`src/rtl/div_ctrl_pkg.sv`:
```
// Shared types and the ratio-index to div_sel mapping for the divider control path.
package div_ctrl_pkg;

  localparam int STAGE_NUM_DEF = 4;
  localparam int MAX_SEL_W     = 16;

  typedef logic [1:0] state_t;

  localparam state_t ST_IDLE  = 2'd0;
  localparam state_t ST_CHECK = 2'd1;
  localparam state_t ST_STEP  = 2'd2;
  localparam state_t ST_DWELL = 2'd3;

  // Index 0 selects the undivided clock; k>=1 sets the MSB and encodes k-1 below it.
  function automatic logic [MAX_SEL_W-1:0] idx_to_sel(input logic [MAX_SEL_W-1:0] k,
                                                      input int sel_w);
    logic [MAX_SEL_W-1:0] msb;
    msb = MAX_SEL_W'(1) << (sel_w - 1);
    if (k == '0) return '0;
    return msb | (k - MAX_SEL_W'(1));
  endfunction

endpackage

```
`src/rtl/div_sel_sequencer.sv`:
```
// Steps the ripple divider's div_sel toward a requested ratio with a dwell after each change.
// Define DIV_SEQ_DIRECT_JUMP_EN to jump straight to the target in a single step.
module div_sel_sequencer
  import div_ctrl_pkg::*;
#(
  parameter int STAGE_NUM    = STAGE_NUM_DEF,
  parameter int SEL_W        = $clog2(STAGE_NUM) + 1,
  parameter int DWELL_CYCLES = 8,
  parameter int RESET_IDX    = 0
) (
  input  logic             clk_in,
  input  logic             rst_n,
  input  logic             req_valid,
  output logic             req_ready,
  input  logic [SEL_W-1:0] req_idx,
  output logic [SEL_W-1:0] div_sel,
  output logic [SEL_W-1:0] cur_idx,
  output logic             busy,
  output logic             done,
  output logic             err
);

  localparam int CNT_W = $clog2(DWELL_CYCLES + 1);

  localparam logic [SEL_W-1:0] MAX_IDX    = SEL_W'(STAGE_NUM);
  localparam logic [SEL_W-1:0] RESET_IDXV = SEL_W'(RESET_IDX);
  localparam logic [SEL_W-1:0] RESET_SEL  =
    SEL_W'(idx_to_sel(MAX_SEL_W'(RESET_IDX), SEL_W));
  localparam logic [CNT_W-1:0] DWELL_LOAD = CNT_W'(DWELL_CYCLES - 1);

  state_t           state_q,   state_d;
  logic [SEL_W-1:0] target_q,  target_d;
  logic [SEL_W-1:0] cur_idx_q, cur_idx_d;
  logic [SEL_W-1:0] div_sel_q, div_sel_d;
  logic [CNT_W-1:0] cnt_q,     cnt_d;
  logic             reject_q,  reject_d;
  logic             done_q,    done_d;
  logic             err_q,     err_d;

  // Null and rejected requests pass through a zero-length dwell so their
  // response lands one cycle after CHECK, matching the stepping path.
  always_comb begin
    state_d   = state_q;
    target_d  = target_q;
    cur_idx_d = cur_idx_q;
    cnt_d     = cnt_q;
    reject_d  = reject_q;
    done_d    = 1'b0;
    err_d     = 1'b0;

    case (state_q)
      ST_IDLE: begin
        if (req_valid) begin
          target_d = req_idx;
          state_d  = ST_CHECK;
        end
      end
      ST_CHECK: begin
        if (target_q > MAX_IDX) begin
          reject_d = 1'b1;
          cnt_d    = '0;
          state_d  = ST_DWELL;
        end else if (target_q == cur_idx_q) begin
          reject_d = 1'b0;
          cnt_d    = '0;
          state_d  = ST_DWELL;
        end else begin
          reject_d = 1'b0;
          state_d  = ST_STEP;
        end
      end
      ST_STEP: begin
`ifdef DIV_SEQ_DIRECT_JUMP_EN
        cur_idx_d = target_q;
`else
        if (cur_idx_q < target_q) cur_idx_d = cur_idx_q + SEL_W'(1);
        else                      cur_idx_d = cur_idx_q - SEL_W'(1);
`endif
        cnt_d   = DWELL_LOAD;
        state_d = ST_DWELL;
      end
      ST_DWELL: begin
        if (cnt_q != '0) begin
          cnt_d = cnt_q - CNT_W'(1);
        end else if (reject_q) begin
          reject_d = 1'b0;
          err_d    = 1'b1;
          state_d  = ST_IDLE;
        end else if (cur_idx_q != target_q) begin
          state_d = ST_STEP;
        end else begin
          done_d  = 1'b1;
          state_d = ST_IDLE;
        end
      end
      default: state_d = ST_IDLE;
    endcase

    div_sel_d = SEL_W'(idx_to_sel(MAX_SEL_W'(cur_idx_d), SEL_W));
  end

  always_ff @(posedge clk_in or negedge rst_n) begin
    if (!rst_n) begin
      state_q   <= ST_IDLE;
      target_q  <= RESET_IDXV;
      cur_idx_q <= RESET_IDXV;
      div_sel_q <= RESET_SEL;
      cnt_q     <= '0;
      reject_q  <= 1'b0;
      done_q    <= 1'b0;
      err_q     <= 1'b0;
    end else begin
      state_q   <= state_d;
      target_q  <= target_d;
      cur_idx_q <= cur_idx_d;
      div_sel_q <= div_sel_d;
      cnt_q     <= cnt_d;
      reject_q  <= reject_d;
      done_q    <= done_d;
      err_q     <= err_d;
    end
  end

  assign req_ready = (state_q == ST_IDLE);
  assign busy      = (state_q != ST_IDLE);
  assign div_sel   = div_sel_q;
  assign cur_idx   = cur_idx_q;
  assign done      = done_q;
  assign err       = err_q;

endmodule

```
`config.mk`:
```
export PLATFORM = sky130hd
export DESIGN_NAME = div_sel_sequencer
export DESIGN_NICKNAME = d
export VERILOG_FILES = /design/src/rtl/div_ctrl_pkg.sv /design/src/rtl/div_sel_sequencer.sv
export SDC_FILE = /design/constraint.sdc
export NUM_CORES = 1
export LEC_CHECK = 0
export BUFFER_PORTS_ARGS = -buffer_cell sky130_fd_sc_hd__buf_2
export CAP_MARGIN = 20
export CORE_MARGIN = 1.5
export CORE_UTILIZATION = 49
export DETAILED_ROUTE_END_ITERATION = 16
export PLACE_DENSITY_LB_ADDON = 0.15
export SYNTH_ARGS = -nofsm -noshare
export SYNTH_HDL_FRONTEND = slang
export SYNTH_SLANG_ARGS = --single-unit
export TNS_END_PERCENT = 10
```
`constraint.sdc`:
```
create_clock -name clk_in -period 2.4 [get_ports clk_in]
set_clock_uncertainty 0.2 [all_clocks]
set_input_delay 0.6 -clock clk_in [delete_from_list [all_inputs] [get_ports clk_in]]
set_output_delay 0.6 -clock clk_in [all_outputs]
set_load 0.1 [all_outputs]
```
==> impl_metrics.yaml, run 1 <==
placement:
  portBuffers: 15
  globalplace.congestion: 0.817
  place_area_mm2: 0.00113
  dp_slack_ps: 53.6
  dp_hpwl_um: 1270
critical_path:
  critPathSlowestCell: "fa_2"
  path_class: "reg -> reg"
  max_stage_delay_ps: 540
  critPathLaunchType: "register"
  crit_chain: "ha_4 > a21oi_2 > nand2_2 > fa_2 > nand2b_4 > nor2_1 > a211o_1"
  cp-end-kind: "register"
  cp_top_family: "adder cells"
  cp_max_fo: 3
  rr_worst_depth: 7
  worstPathBufferInverterCount: 0
  cp.arrival_ps: 2290
  path_depth: 7
  required_ps: 2380
floorplanning:
  die_x_um: 47.8
  rows: 16
  io_pins: 16
  core-area_mm2: 0.00192
  die_h_um: 47.8
  start_util_pct: 51.2
  fp.dieArea_mm2: 0.00228
sta:
  maxSlewHeadroom_pct: 67.9
  setup-tns-final_ps: 0
  worst_hold_slack_ps: 18.1
  finalCritPeriodShare_pct: 96.3
  fmax_mhz: 433
  hold_viol_final: 0
  finalSetupViolations: 0
  maxSlewViolCount: 0
  worst_pin_slew_ps: 485
  rsz0062_at_grt: "no"
  final.setup.worst_slack_ps: 89.0
  finalCriticalPeriod_ps: 2310
hold_path:
  hp-class: "in -> async"
synth:
  yosys.area.top_type_share_pct: 45.8
  yosysWarnings: 0
  synth_cells: 97
  synth_nets: 109
  yosysUniqueCellTypes: 31
  synth-seq-cells: 18
  ys_seq_area_share_pct: 45.8
  ys.flop_type: "dfrtp_1"
  synth_area_um2: 983
  synth_area_leaders: "dfrtp_1, ha_1, a21oi_1"
  async_reset_ff_share_pct: 100
  avgSynthCellArea_um2: 10.1
  yosysTopAreaCell: "dfrtp_1"
  synth_edf_count: 0
final_layout:
  area_growth_syn_to_layout_pct: 22.6
  drive_gt1_share_pct: 35.3
  finalInstanceArea_mm2: 0.00121
  antenna_cells: 0
  fin_nets: 132
  final_cell_mix: "dfrtp_1, buf_2, a21oi_1"
drt:
  detail-route-antenna-nets: 0
  first_iter_violations: 18
  wl_per_cell_um: 11.8
  via_per_inst: 5.01
  wirelength_um: 1720
  drc: 0
  first_pass_iters: 5
  num_vias: 732
grt:
  antenna_found_initial: 0
  grt_pass1_wl_um: 2530
  grt_max_degree: 19
  grt.overflow.total: 0
  grtUsageTotal_pct: 16.0
  grt_pass1_vias: 592
clocking:
  clkTransAtPathRegs_ps: 100
  cts-root-buf: "clkbuf_4"
  cts_inserted_buffers: 3
  clk_path_buf_depth: 2
  clock-sinks: 18
  clock_latency_ps: 290
  ctsHoldBuffers: 0
  htreeDepth: 1
  cts_tree: "yes"
job:
  max_cap_violations: 0
run_status:
  status: "completed"
## layer usage
metal  vias up  wire, µm  GRT usage, %
li1        380         -             -
met1       335       880          24.4
met2        15       773          21.9
met3         2        59          3.40
met4         0        10          6.49
met5         -         0             0
## worst paths after layout
check	slack (ps)	end	from
max	90	div_sel[1]	cur_idx[2]
min	20	div_sel[1]	rst_n
max reg2reg	90	div_sel[1]	cur_idx[2]
min reg2reg	290	done	reject_q
max in group asynchronous	1670	cur_idx[1]	rst_n
min in group clk_in	290	done	reject_q
## kinds of logic (layout without fill, tap and decap cells)
| logic type | after synthesis | in the layout | share of synthesized area [%] |
|---|---|---|---|
| compound gates | 22 | 22 | 14.9 |
| fa+ha+maj | 6 | 6 | 8.40 |
| simple gates | 32 | 32 | 18.1 |
| flops | 18 | 18 | 45.8 |
| xor+xnor | 4 | 4 | 3.56 |
| mux | 4 | 4 | 4.45 |
| buf+inv | 11 | 33 | 4.84 |
## state kept, by name, summed over array words and instances, names as in the netlist
name / cells
state_q: 2
target_q: 3
div_sel: 3
done: 1
err: 1
cur_idx: 3
reject_q: 1
cnt_q: 4
## synth_stat cells, drive strengths merged (2+ instances only)
library cell  number
nand2              8
a21oi             10
xnor2              3
mux2               3
inv                8
o221a              2
buf                3
nor3               2
nand3              4
dfrtp             18
o22ai              2
o31a               2
nor2               4
nand3b             2
nand2b             7
o21ai              3
ha                 5
## repair_timing
item / CTS / global route
setup buffers: 0 / 3
endpoints found under the setup margin: 0 / 4
gates resized for setup: 0 / 4
## per-stage QoR
stage          std cells  util, %
2_1_floorplan         97        -
3_3_place_gp         139     58.9
3_5_place_dp         139     58.9
4_1_cts              143     60.3
5_1_grt              146     62.8
6_report             146     62.8
## final cells by class
| class | count | area, µm² |
|---|---|---|
| fill | 171 | 716 |
| multi-input combinational | 68 | 534 |
| sequential | 18 | 462 |
| timing repair buffer | 21 | 120 |
| tap | 27 | 33.8 |
| inverter | 8 | 30.0 |
| clock buffer | 4 | 26.3 |
Power of run 1 is not shown: default switching activity piles up to over one toggle a cycle in this logic, so the estimate is an artifact.
==> run 2: changes to the inputs <==
==> constraint.sdc (replaced) <==
create_clock -name clk_in -period 2.4 [get_ports clk_in]
set_clock_uncertainty 0.2 [all_clocks]
set_input_delay 0.36 -clock clk_in [delete_from_list [all_inputs] [get_ports clk_in]]
set_output_delay 0.36 -clock clk_in [all_outputs]
set_load 0.1 [all_outputs]
==> run 2 against run 1 <==
Non-clock buffer count rose by 1. First-iteration DRC count fell by 28%. Count of clock-buffer cells in the layout did not move. Critical endpoint unchanged. Fmax fell by 1.6%. Die area did not move. Critical path type unchanged.
==> impl_metrics.yaml, run 2 (synthesis results as in run 1) <==
placement:
  dp_hpwl_um: 1320
  dp_slack_ps: 35.3
  portBuffers: 15
  globalplace.congestion: 0.744
sta:
  maxSlewHeadroom_pct: 67.3
  setup-tns-final_ps: 0
  finalCriticalPeriod_ps: 2350
  worst_pin_slew_ps: 495
  finalSetupViolations: 0
  maxSlewViolCount: 0
  finalCritPeriodShare_pct: 97.9
  hold_viol_final: 0
  final.setup.worst_slack_ps: 50.4
  fmax_mhz: 426
critical_path:
  cp_max_fo: 3
  critPathSlowestCell: "fa_2"
  critPathLaunchType: "register"
  max_stage_delay_ps: 540
  cp.arrival_ps: 2330
  crit_chain: "ha_1 > a21oi_2 > nand2_2 > fa_2 > nand2b_4 > nor2_1 > a211o_1"
  path_class: "reg -> reg"
  required_ps: 2380
  cp_top_family: "adder cells"
  worstPathBufferInverterCount: 0
  cp-end-kind: "register"
floorplanning:
  die_h_um: 47.8
  core-area_mm2: 0.00192
  fp.dieArea_mm2: 0.00228
  start_util_pct: 51.2
  rows: 16
  die_x_um: 47.8
  io_pins: 16
drt:
  via_per_inst: 5.18
  num_vias: 761
  first_pass_iters: 4
  wl_per_cell_um: 12.6
  drc: 0
  detail-route-antenna-nets: 0
  wirelength_um: 1850
  first_iter_violations: 13
clocking:
  clkTransAtPathRegs_ps: 100
  clock-sinks: 18
  cts-root-buf: "clkbuf_4"
  cts_inserted_buffers: 3
  htreeDepth: 1
  cts_tree: "yes"
  clk_path_buf_depth: 2
  clock_latency_ps: 290
run_status:
  status: "completed"
grt:
  grt_max_degree: 19
  grt.overflow.total: 0
  grt_pass1_vias: 655
  grtUsageTotal_pct: 17.9
  grt_pass1_wl_um: 2750
  antenna_found_initial: 0
final_layout:
  fillers: 181
  top_register: "cnt_q"
  largest_reg_flops: 4
  area_growth_syn_to_layout_pct: 23.4
  final_cell_mix: "dfrtp_1, buf_2, a21oi_1"
  drive_gt1_share_pct: 35.8
  antenna_cells: 0
  fin_nets: 133
job:
  max_cap_violations: 0
hold_path:
  hp-class: "in -> reg"
## run 2: stage by stage
stage	cells	utilization (%)	area [µm²]	hold WS (ps)
after global placement	140	58.1	1120	103
after CTS	145	60.5	1160	81.0
after detailed placement	140	58.1	1120	105
after floorplan	97	-	995	-136
final	147	63.2	1210	90.1
after global routing	147	63.2	1210	70.6
## run 2: path summary, 6_finish.rpt
path                            startpoint           to  slack (ps)  cells past startpoint
worst max-delay path            cur_idx[2]   div_sel[1]          50                      7
worst min-delay path            req_idx[1]  target_q[1]          90                      2
worst max register to register  cur_idx[2]   div_sel[1]          50                      7
worst min register to register    reject_q         done         280                      1
max in group asynchronous            rst_n   cur_idx[2]        1390                      2
min in group asynchronous            rst_n   div_sel[1]         310                      2
## run 2: repair_timing
| action | 4_1_cts | 5_1_grt |
|---|---|---|
| hold endpoints to repair | 18 | 0 |
| hold buffers | 1 | 0 |
| gates resized for setup | 0 | 6 |
| setup endpoints to repair | 0 | 4 |
| setup buffers | 0 | 2 |
## run 2: metal layers
layer | vias to the layer above | wire [µm] | global-route usage, %
li1 | 382 | - | -
met3 | 4 | 61 | 3.40
met2 | 16 | 830 | 26.4
met5 | - | 0 | 0
met4 | 0 | 37 | 9.73
met1 | 359 | 915 | 24.6
## run 2: worst reg2reg max path, stage by stage (launching register included)
cell and delay [ps]:
dfrtp_2 410, ha_1 340, a21oi_2 190, nand2_2 100
fa_2 540, nand2b_4 130, nor2_1 40, a211o_1 300
## run 2: layout make-up
type                       instances  area [µm²]  share of cell area (%)
timing repair buffer              22         130                    10.7
multi-input combinational         68         529                    43.6
sequential                        18         454                    37.4
inverter                           8        30.0                    2.47
clock buffer                       4        36.3                    2.99
tap                               27        33.8                    2.78
Power of run 2 is left out for the same reason.
